`config.mk`:
```
export PLATFORM = sky130hd
export DESIGN_NAME = fifo_rd_stream_adapter
export DESIGN_NICKNAME = d
export VERILOG_FILES = /design/src/rtl/fifo_rd_stream_adapter.sv
export SDC_FILE = /design/constraint.sdc
export NUM_CORES = 1
export LEC_CHECK = 0
export ABC_AREA = 0
export CORE_UTILIZATION = 58
export DETAILED_ROUTE_END_ITERATION = 6
export GPL_TIMING_DRIVEN = 0
export PLACE_DENSITY = 0.81
export SETUP_SLACK_MARGIN = 0.5
export SLEW_MARGIN = 10
export SYNTH_ARGS = -nofsm -noshare
export SYNTH_HDL_FRONTEND = slang
export SYNTH_SLANG_ARGS = --single-unit
```
`constraint.sdc`:
```
create_clock -name clk -period 4.77 [get_ports clk]
set_input_delay 1.1925 -clock clk [delete_from_list [all_inputs] [get_ports clk]]
set_output_delay 1.1925 -clock clk [all_outputs]
set_load 0.03 [all_outputs]
```
`src/rtl/fifo_rd_stream_adapter.sv`:
```
// Adapts a fixed-latency FIFO read port to a valid/ready stream via credit-based reads into a skid buffer.
// Optional build macro FIFO_RD_STREAM_STATS_EN adds beat_count / stall_count outputs.
module fifo_rd_stream_adapter #(
  parameter int DATA_WIDTH      = 64,
  parameter int READ_LATENCY    = 2,
  parameter int SKID_DEPTH_BITS = 2
) (
  input  logic                       clk,
  input  logic                       reset,
  input  logic                       rd_enable,
  input  logic                       fifo_empty,
  output logic                       fifo_re,
  input  logic                       fifo_valid,
  input  logic [DATA_WIDTH-1:0]      fifo_dout,
  output logic                       m_valid,
  output logic [DATA_WIDTH-1:0]      m_data,
  input  logic                       m_ready,
  output logic [SKID_DEPTH_BITS:0]   occupancy,
  output logic [1:0]                 err
`ifdef FIFO_RD_STREAM_STATS_EN
  ,
  output logic [31:0]                beat_count,
  output logic [31:0]                stall_count
`endif
);

  localparam int DEPTH = 1 << SKID_DEPTH_BITS;
  localparam int CW    = SKID_DEPTH_BITS + 1;
  localparam logic [CW:0]              DEPTH_WIDE = (CW + 1)'(DEPTH);
  localparam logic [CW-1:0]            DEPTH_CNT  = CW'(DEPTH);
  localparam logic [CW-1:0]            CNT_ONE    = CW'(1);
  localparam logic [SKID_DEPTH_BITS-1:0] PTR_ONE  = SKID_DEPTH_BITS'(1);

  if (DEPTH < READ_LATENCY + 1) begin : g_depth_check
    $error("fifo_rd_stream_adapter: skid depth too small for READ_LATENCY");
  end

  logic [CW-1:0]              r_inflight;
  logic [CW-1:0]              r_skid_count;
  logic [SKID_DEPTH_BITS-1:0] r_wr_ptr;
  logic [SKID_DEPTH_BITS-1:0] r_rd_ptr;
  logic [1:0]                 r_err;
  logic [DATA_WIDTH-1:0]      r_mem [DEPTH];

  logic [CW:0] w_outstanding;
  logic        w_issue;
  logic        w_skid_full;
  logic        w_inflight_zero;
  logic        w_valid_ok;
  logic        w_push;
  logic        w_pop;

  // Credits count every word that will still need a skid slot, so a returned word always fits.
  assign w_outstanding   = {1'b0, r_inflight} + {1'b0, r_skid_count};
  assign w_issue         = rd_enable & ~fifo_empty & ~reset & (w_outstanding < DEPTH_WIDE);
  assign w_skid_full     = (r_skid_count == DEPTH_CNT);
  assign w_inflight_zero = (r_inflight == '0);
  assign w_valid_ok      = fifo_valid & ~w_inflight_zero;
  assign w_push          = w_valid_ok & ~w_skid_full;
  assign w_pop           = m_valid & m_ready;

  assign fifo_re   = w_issue;
  assign m_valid   = (r_skid_count != '0);
  assign m_data    = r_mem[r_rd_ptr];
  assign occupancy = w_outstanding[CW-1:0];
  assign err       = r_err;

  always_ff @(posedge clk or posedge reset) begin
    if (reset) begin
      r_inflight   <= '0;
      r_skid_count <= '0;
      r_wr_ptr     <= '0;
      r_rd_ptr     <= '0;
      r_err        <= '0;
    end else begin
      // A stray strobe with nothing in flight is not a returned read, so it never touches the credit.
      if (w_issue && !w_valid_ok) begin
        r_inflight <= r_inflight + CNT_ONE;
      end else if (!w_issue && w_valid_ok) begin
        r_inflight <= r_inflight - CNT_ONE;
      end

      if (w_push && !w_pop) begin
        r_skid_count <= r_skid_count + CNT_ONE;
      end else if (!w_push && w_pop) begin
        r_skid_count <= r_skid_count - CNT_ONE;
      end

      if (w_push) begin
        r_wr_ptr <= r_wr_ptr + PTR_ONE;
      end
      if (w_pop) begin
        r_rd_ptr <= r_rd_ptr + PTR_ONE;
      end

      if (fifo_valid && w_skid_full) begin
        r_err[0] <= 1'b1;
      end
      if (fifo_valid && w_inflight_zero) begin
        r_err[1] <= 1'b1;
      end
    end
  end

  always_ff @(posedge clk) begin
    if (w_push) begin
      r_mem[r_wr_ptr] <= fifo_dout;
    end
  end

`ifdef FIFO_RD_STREAM_STATS_EN
  logic [31:0] r_beat_count;
  logic [31:0] r_stall_count;

  always_ff @(posedge clk or posedge reset) begin
    if (reset) begin
      r_beat_count  <= '0;
      r_stall_count <= '0;
    end else begin
      if (w_pop) begin
        r_beat_count <= r_beat_count + 32'd1;
      end
      if (m_valid && !m_ready) begin
        r_stall_count <= r_stall_count + 32'd1;
      end
    end
  end

  assign beat_count  = r_beat_count;
  assign stall_count = r_stall_count;
`endif

endmodule

```
-- Word-level counts from Yosys, hierarchy flattened
Memory sizes are Yosys's and may differ from the RTL's.
Index checks and enable logic that the tools add are counted.
- bits in writable memories: 256
- bits of input ports: 70
- memories: 1
- output and inout bits: 71
- logic and storage cells: 46
- bits in registers: 12
- add/subtract/negate cells: 7
- bitwise logic cells: 10
- multiplexer cells: 6
- magnitude comparators: 1
- equal/unequal tests: 1
- reductions and logical operators: 14
- memory list (memory ; words ; width ; rd ports ; clocked after memory_dff ; wr ports ; line ; source):
    r_mem ; 4 ; 64 ; 1 ; 0 ; 1 ; 43 ; logic [DATA_WIDTH-1:0] r_mem [DEPTH];
- operators by type and width (operator ; number):
    two-way mux 3 bit ; 4
    adder 3 x 1 -> 3 bit (second input constant) ; 2
    bitwise AND 1 bit ; 6
    logical AND 1 bit ; 6
    subtractor 3 x 1 -> 3 bit (second input constant) ; 2
    adder 2 x 1 -> 2 bit (second input constant) ; 2
    adder 3 x 3 -> 4 bit ; 1
    logical NOT 1 bit ; 4
    < comparator 4 x 3 -> 1 bit (second input constant) ; 1
    NOT 1 bit ; 4
    nonzero test 2 bit ; 2
    equality test 3 bit (second input constant) ; 1
    logical NOT 3 bit ; 1
    nonzero test 3 bit ; 1
    two-way mux 1 bit ; 2

-- Depth between registers and ports, before layout
- depth after elaboration: 8
- depth in mapped cells: 12
- depth with buffers taken out: 12

-- Worst setup path after synthesis
OpenSTA, ideal clock, no wires.
- kind: reg-to-reg
- start: register r_inflight[0]
- end: register r_inflight[2]
- data arrival time: 3.458 ns
- slack: 1.233 ns
- path buffers: 0
- library setup time: 0.079 ns
- clock period less this slack: 3.537 ns
- stages on the path, launching flop included: 13
- data required time: 4.691 ns
- cells stage by stage: dfrtp_1 -> ha_1 -> inv_1 -> fa_1 -> nor2_1 -> a31oi_1 -> nor4_1 -> ha_1 -> inv_1 -> fa_1 -> xor2_1 -> nor2_1 -> xor2_1
- word-level cells in the longest chain between the ends: 6
- elaborated cells on any way between the ends: 15
- classes of those cells: add/sub: 3; order compare: 1; mux: 2; bitwise: 3; reduce/logical: 6
- ends and longest elaborated chain (item ; line ; source):
    from (decl) ; 38 ; logic [CW-1:0] r_inflight;
    from (signal assigned) ; 78 ; r_inflight <= r_inflight + CNT_ONE;
    from (signal assigned) ; 80 ; r_inflight <= r_inflight - CNT_ONE;
    adder 3 x 3 -> 4 bit (*) ; 54 ; assign w_outstanding = {1'b0, r_inflight} + {1'b0, r_skid_count};
    < comparator 4 x 3 -> 1 bit (*) ; 55 ; assign w_issue = rd_enable & ~fifo_empty & ~reset & (w_outstanding < DEPTH_WIDE);
    bitwise AND 1 bit (*) ; 55 ;
    net fifo_re ; 12 ; output logic fifo_re,
    logical NOT 1 bit ; 79 ; end else if (!w_issue && w_valid_ok) begin
    logical AND 1 bit ; 79 ;
    nonzero test 2 bit (no source line) ; n/a ;
The timed path passes the listed nets; every way through them passes the cells marked *. The select of a mux whose other input is x is not followed.
A chain may end at the register's enable or synchronous reset.

-- Worst setup path in the final report
- start: register r_skid_count[0]
- end: output fifo_re
- word-level cells in the longest chain between the ends: 3
- ends and longest elaborated chain (item ; line ; source):
    from (decl) ; 39 ; logic [CW-1:0] r_skid_count;
    from (signal assigned) ; 84 ; r_skid_count <= r_skid_count + CNT_ONE;
    from (signal assigned) ; 86 ; r_skid_count <= r_skid_count - CNT_ONE;
    adder 3 x 3 -> 4 bit ; 54 ;
    < comparator 4 x 3 -> 1 bit ; 55 ;
    bitwise AND 1 bit ; 55 ;
    to (decl) ; 12 ;
No other way between the ends.

==> flow_summary.toml <==
[outcome]
status = "finished clean"

[synthesis]
yosysSeqAreaShare_pct = 80.0
synth_area_um2 = 9990
synth_top_family_by_area = "multiplexers"
ys_ff_latch = 268
synth_fa_ha_area_share_pct = 1.73
synth_xor_area_share_pct = 0.877
syn-mean-instance-area_um2 = 24.9
synth_top_cell_area_share_pct = 77.0
synth_nets = 483
yosys-top-cells-area = "edfxtp_1, mux4_2, dfrtp_1"
yosysMostFrequentCell = "edfxtp_1"
netlist_instances = 401
synth_compound_gate_area_share_pct = 0.338
yosys.area_share.simple_pct = 0.927
synth_ff_type = "edfxtp_1"
synth_area_leader_cell = "edfxtp_1"
ys_async_sr_fraction_pct = 4.48
synth_edf_count = 256
ys_top_cells_by_count = "edfxtp_1, mux4_2, dfrtp_1, ha_1, inv_1"
ys.warnings.count = 0
synthMuxAreaShare_pct = 14.8
synth.distinct_cells = 28

[routing]
detail_route.iter0.violations = 237
antenna_left = 0
drt-vias-per-instance = 5.66
vias = 4598
wl_per_cell_um = 22.1
drc = 0
firstDrtPassIters = 4
wirelength_mm = 17.9

[place]
gp_congestion = 0.782
place_area_um2 = 11800
dp_slack_ps = 795
io_buffers = 140
hpwl_mm = 11.1

[worst_hold_path]
hold_class = "reg2reg"
hp-start = "err[0]"

[grt]
grt-busiest-layer = "met2"
antenna_found_initial = 0
grt_start_max_net_pins = 43
met3_usage_pct = 3.81
first_global_vias = 5075
grt.met1_usage_pct = 28.4
gr-total-overflow = 0
grt_usage_pct = 21.2
grt_use_met2_pct = 36.1
grt_pass1_wl_mm = 28.2

[power_and_ir_drop]
clkPwrFrac_pct = 22.7
p_seq_share_pct = 37.5
p_sw_share_pct = 32.7
power_density_nw_per_um2 = 693
intPower_mw = 5.88
p_sw_mw = 2.86
leakage_nw = 4.18
worst_ir_drop_vdd_mv = 0.733
p_comb_share_pct = 39.7

[timing]
period_share_pct = 82.8
setup-tns-final_ps = 0
worstMarginPinSlew_ps = 628
final_max_slew_viol_count = 0
setup_ws_ps = 819
finalSetupViolCount = 0
period_minus_slack_ps = 3950
clock_skew_ps = 11.0
hold_viol = 0
rsz0062_at_grt = "no"
max_freq_ghz = 0.253
maxSlewHeadroom_pct = 58.1

[cts]
post-cts-setup-buffers = 0
cts-buffers-inserted = 26
clock_sinks = 268
h-tree-depth = 1
cts_tree = "yes"
ctsLongestPathBuffers = 3
path_clk_slew_ps = 60
clk_latency_ps = 510
postCtsHoldBufs = 0
clockRootBuffer = "clkbuf_16"

[floorplan]
die_w_um = 133
core-area_um2 = 16700
die_y_um = 133
io_pins = 141
initial_core_util_pct = 59.8
fp-row-count = 47
die_area_um2 = 17800

[flow_run]
cap_violations = 0

[worst_setup_path]
critPathMaxStageDelay_ps = 470
critPathKind = "reg2out"
crit_fanout = 5
worstSetupEndpoint = "fifo_re"
r2r-end = "r_inflight[2]"
arrival_ps = 2760
reg2regPathDepth = 12
startpoint = "r_skid_count[0]"
critical_path_required_ps = 3580
rrSetupSlack_ps = 1660
start_kind = "register"
cp_cell_sequence = "ha_1 > inv_1 > fa_1 > nor2_1 > a31oi_1 > nor4_1 > dlygate4sd2_1"
r2r-start = "r_skid_count[0]"
crit_path_end_kind = "primary output"
cp_slowest_cell = "dfrtp_1"

[cells_and_area]
n_antenna_cell = 0
fin_nets = 655
fin_area_um2 = 12600
layout-drive-gt1-share_pct = 20.9
synthToLayoutAreaGrowth_pct = 26.3
-- per-stage QoR --
step	cells	util (%)	hold slack (ps)	total power, mW
floorplan	401	-	472	5.52
finish	812	75.6	478	8.75
global placement	761	69.8	444	6.72
CTS	812	75.6	488	8.85
detailed placement	765	70.6	467	6.84
global route	812	75.6	508	9.12
-- metal layers --
| metal | vias up | share of wire [%] |
|---|---|---|
| met5 | - | 0 |
| met4 | 0 | 2.4 |
| met3 | 34 | 4.7 |
| met2 | 142 | 52 |
| met1 | 2386 | 41 |
| li1 | 2036 | - |
-- cells in the final DEF (no fill, tap or decap), types with 2 or more instances in the layout --
cell type / Yosys / routed
inv_1: 9 / 9
nor2_1: 3 / 3
fa_1: 3 / 3
buf_16: 0 / 4
edfxtp_1: 256 / 256
buf_6: 5 / 5
nand2_1: 2 / 2
clkinv_2: 0 / 5
buf_4: 2 / 2
clkbuf_1: 1 / 10
and2_4: 0 / 4
mux2_2: 2 / 2
mux4_2: 64 / 64
clkinv_1: 0 / 3
xnor2_1: 6 / 6
clkbuf_16: 0 / 27
a21o_1: 2 / 2
buf_2: 6 / 6
dfrtp_1: 12 / 12
clkdlybuf4s50_1: 0 / 139
xor2_1: 4 / 4
ha_1: 9 / 9
bufinv_16: 0 / 3
-- worst max-delay path, delay by kind of cell, from the launching register on --
family / cells / cell delay, ps
AOI/OAI and AO/OA: 1 / 90
buffers and inverters: 2 / 520
and+or+nand+nor: 2 / 510
adders and majority gates: 2 / 660
DFF: 1 / 470
-- registers in the layout, indices dropped and copies added (netlist names) --
signal,cells
r_rd_ptr,2
r_skid_count,3
r_mem,256
err,2
r_inflight,3
r_wr_ptr,2
-- power by group through the flow --
stage               Sequential [mW]  Combinational, mW  Clock, mW
global route                   3.33               3.67       2.12
CTS                            3.29               3.53       2.03
global placement               3.35               3.38          0
detailed placement             3.33               3.51          0
finish                         3.28               3.48       1.99
floorplan                      3.31               2.21          0
-- kinds of logic after synthesis --
group,count (synthesis)
and+or+nand+nor,17
xor gates and xnor gates,10
buffers and inverters,23
AOI/OAI and AO/OA,4
muxes,67
adders and majority gates,12
DFF,268
-- worst min path at each step --
stage,to,slack [ps],cells past startpoint
after global placement,err[1],440,1
after CTS,err[0],490,1
after detailed placement,err[0],470,1
after global routing,err[1],510,1
after floorplan,r_skid_count[2],470,1
final,err[0],480,1
-- timing repair --
item                                    CTS  global route
endpoints found under the setup margin    1             0
endpoints found under the hold margin     0             0
gates resized for setup                   1             0
-- layout make-up --
class	instances	area [um2]
Sequential cell	268	7990
Fill cell	901	4080
Multi-Input combinational cell	110	1870
Timing Repair Buffer	144	1510
Clock buffer	36	709
Tap cell	220	275
Clock inverter	11	126
Buffer	14	105
Inverter	9	33.8
Note: power is estimated with default switching activity, not from simulation.
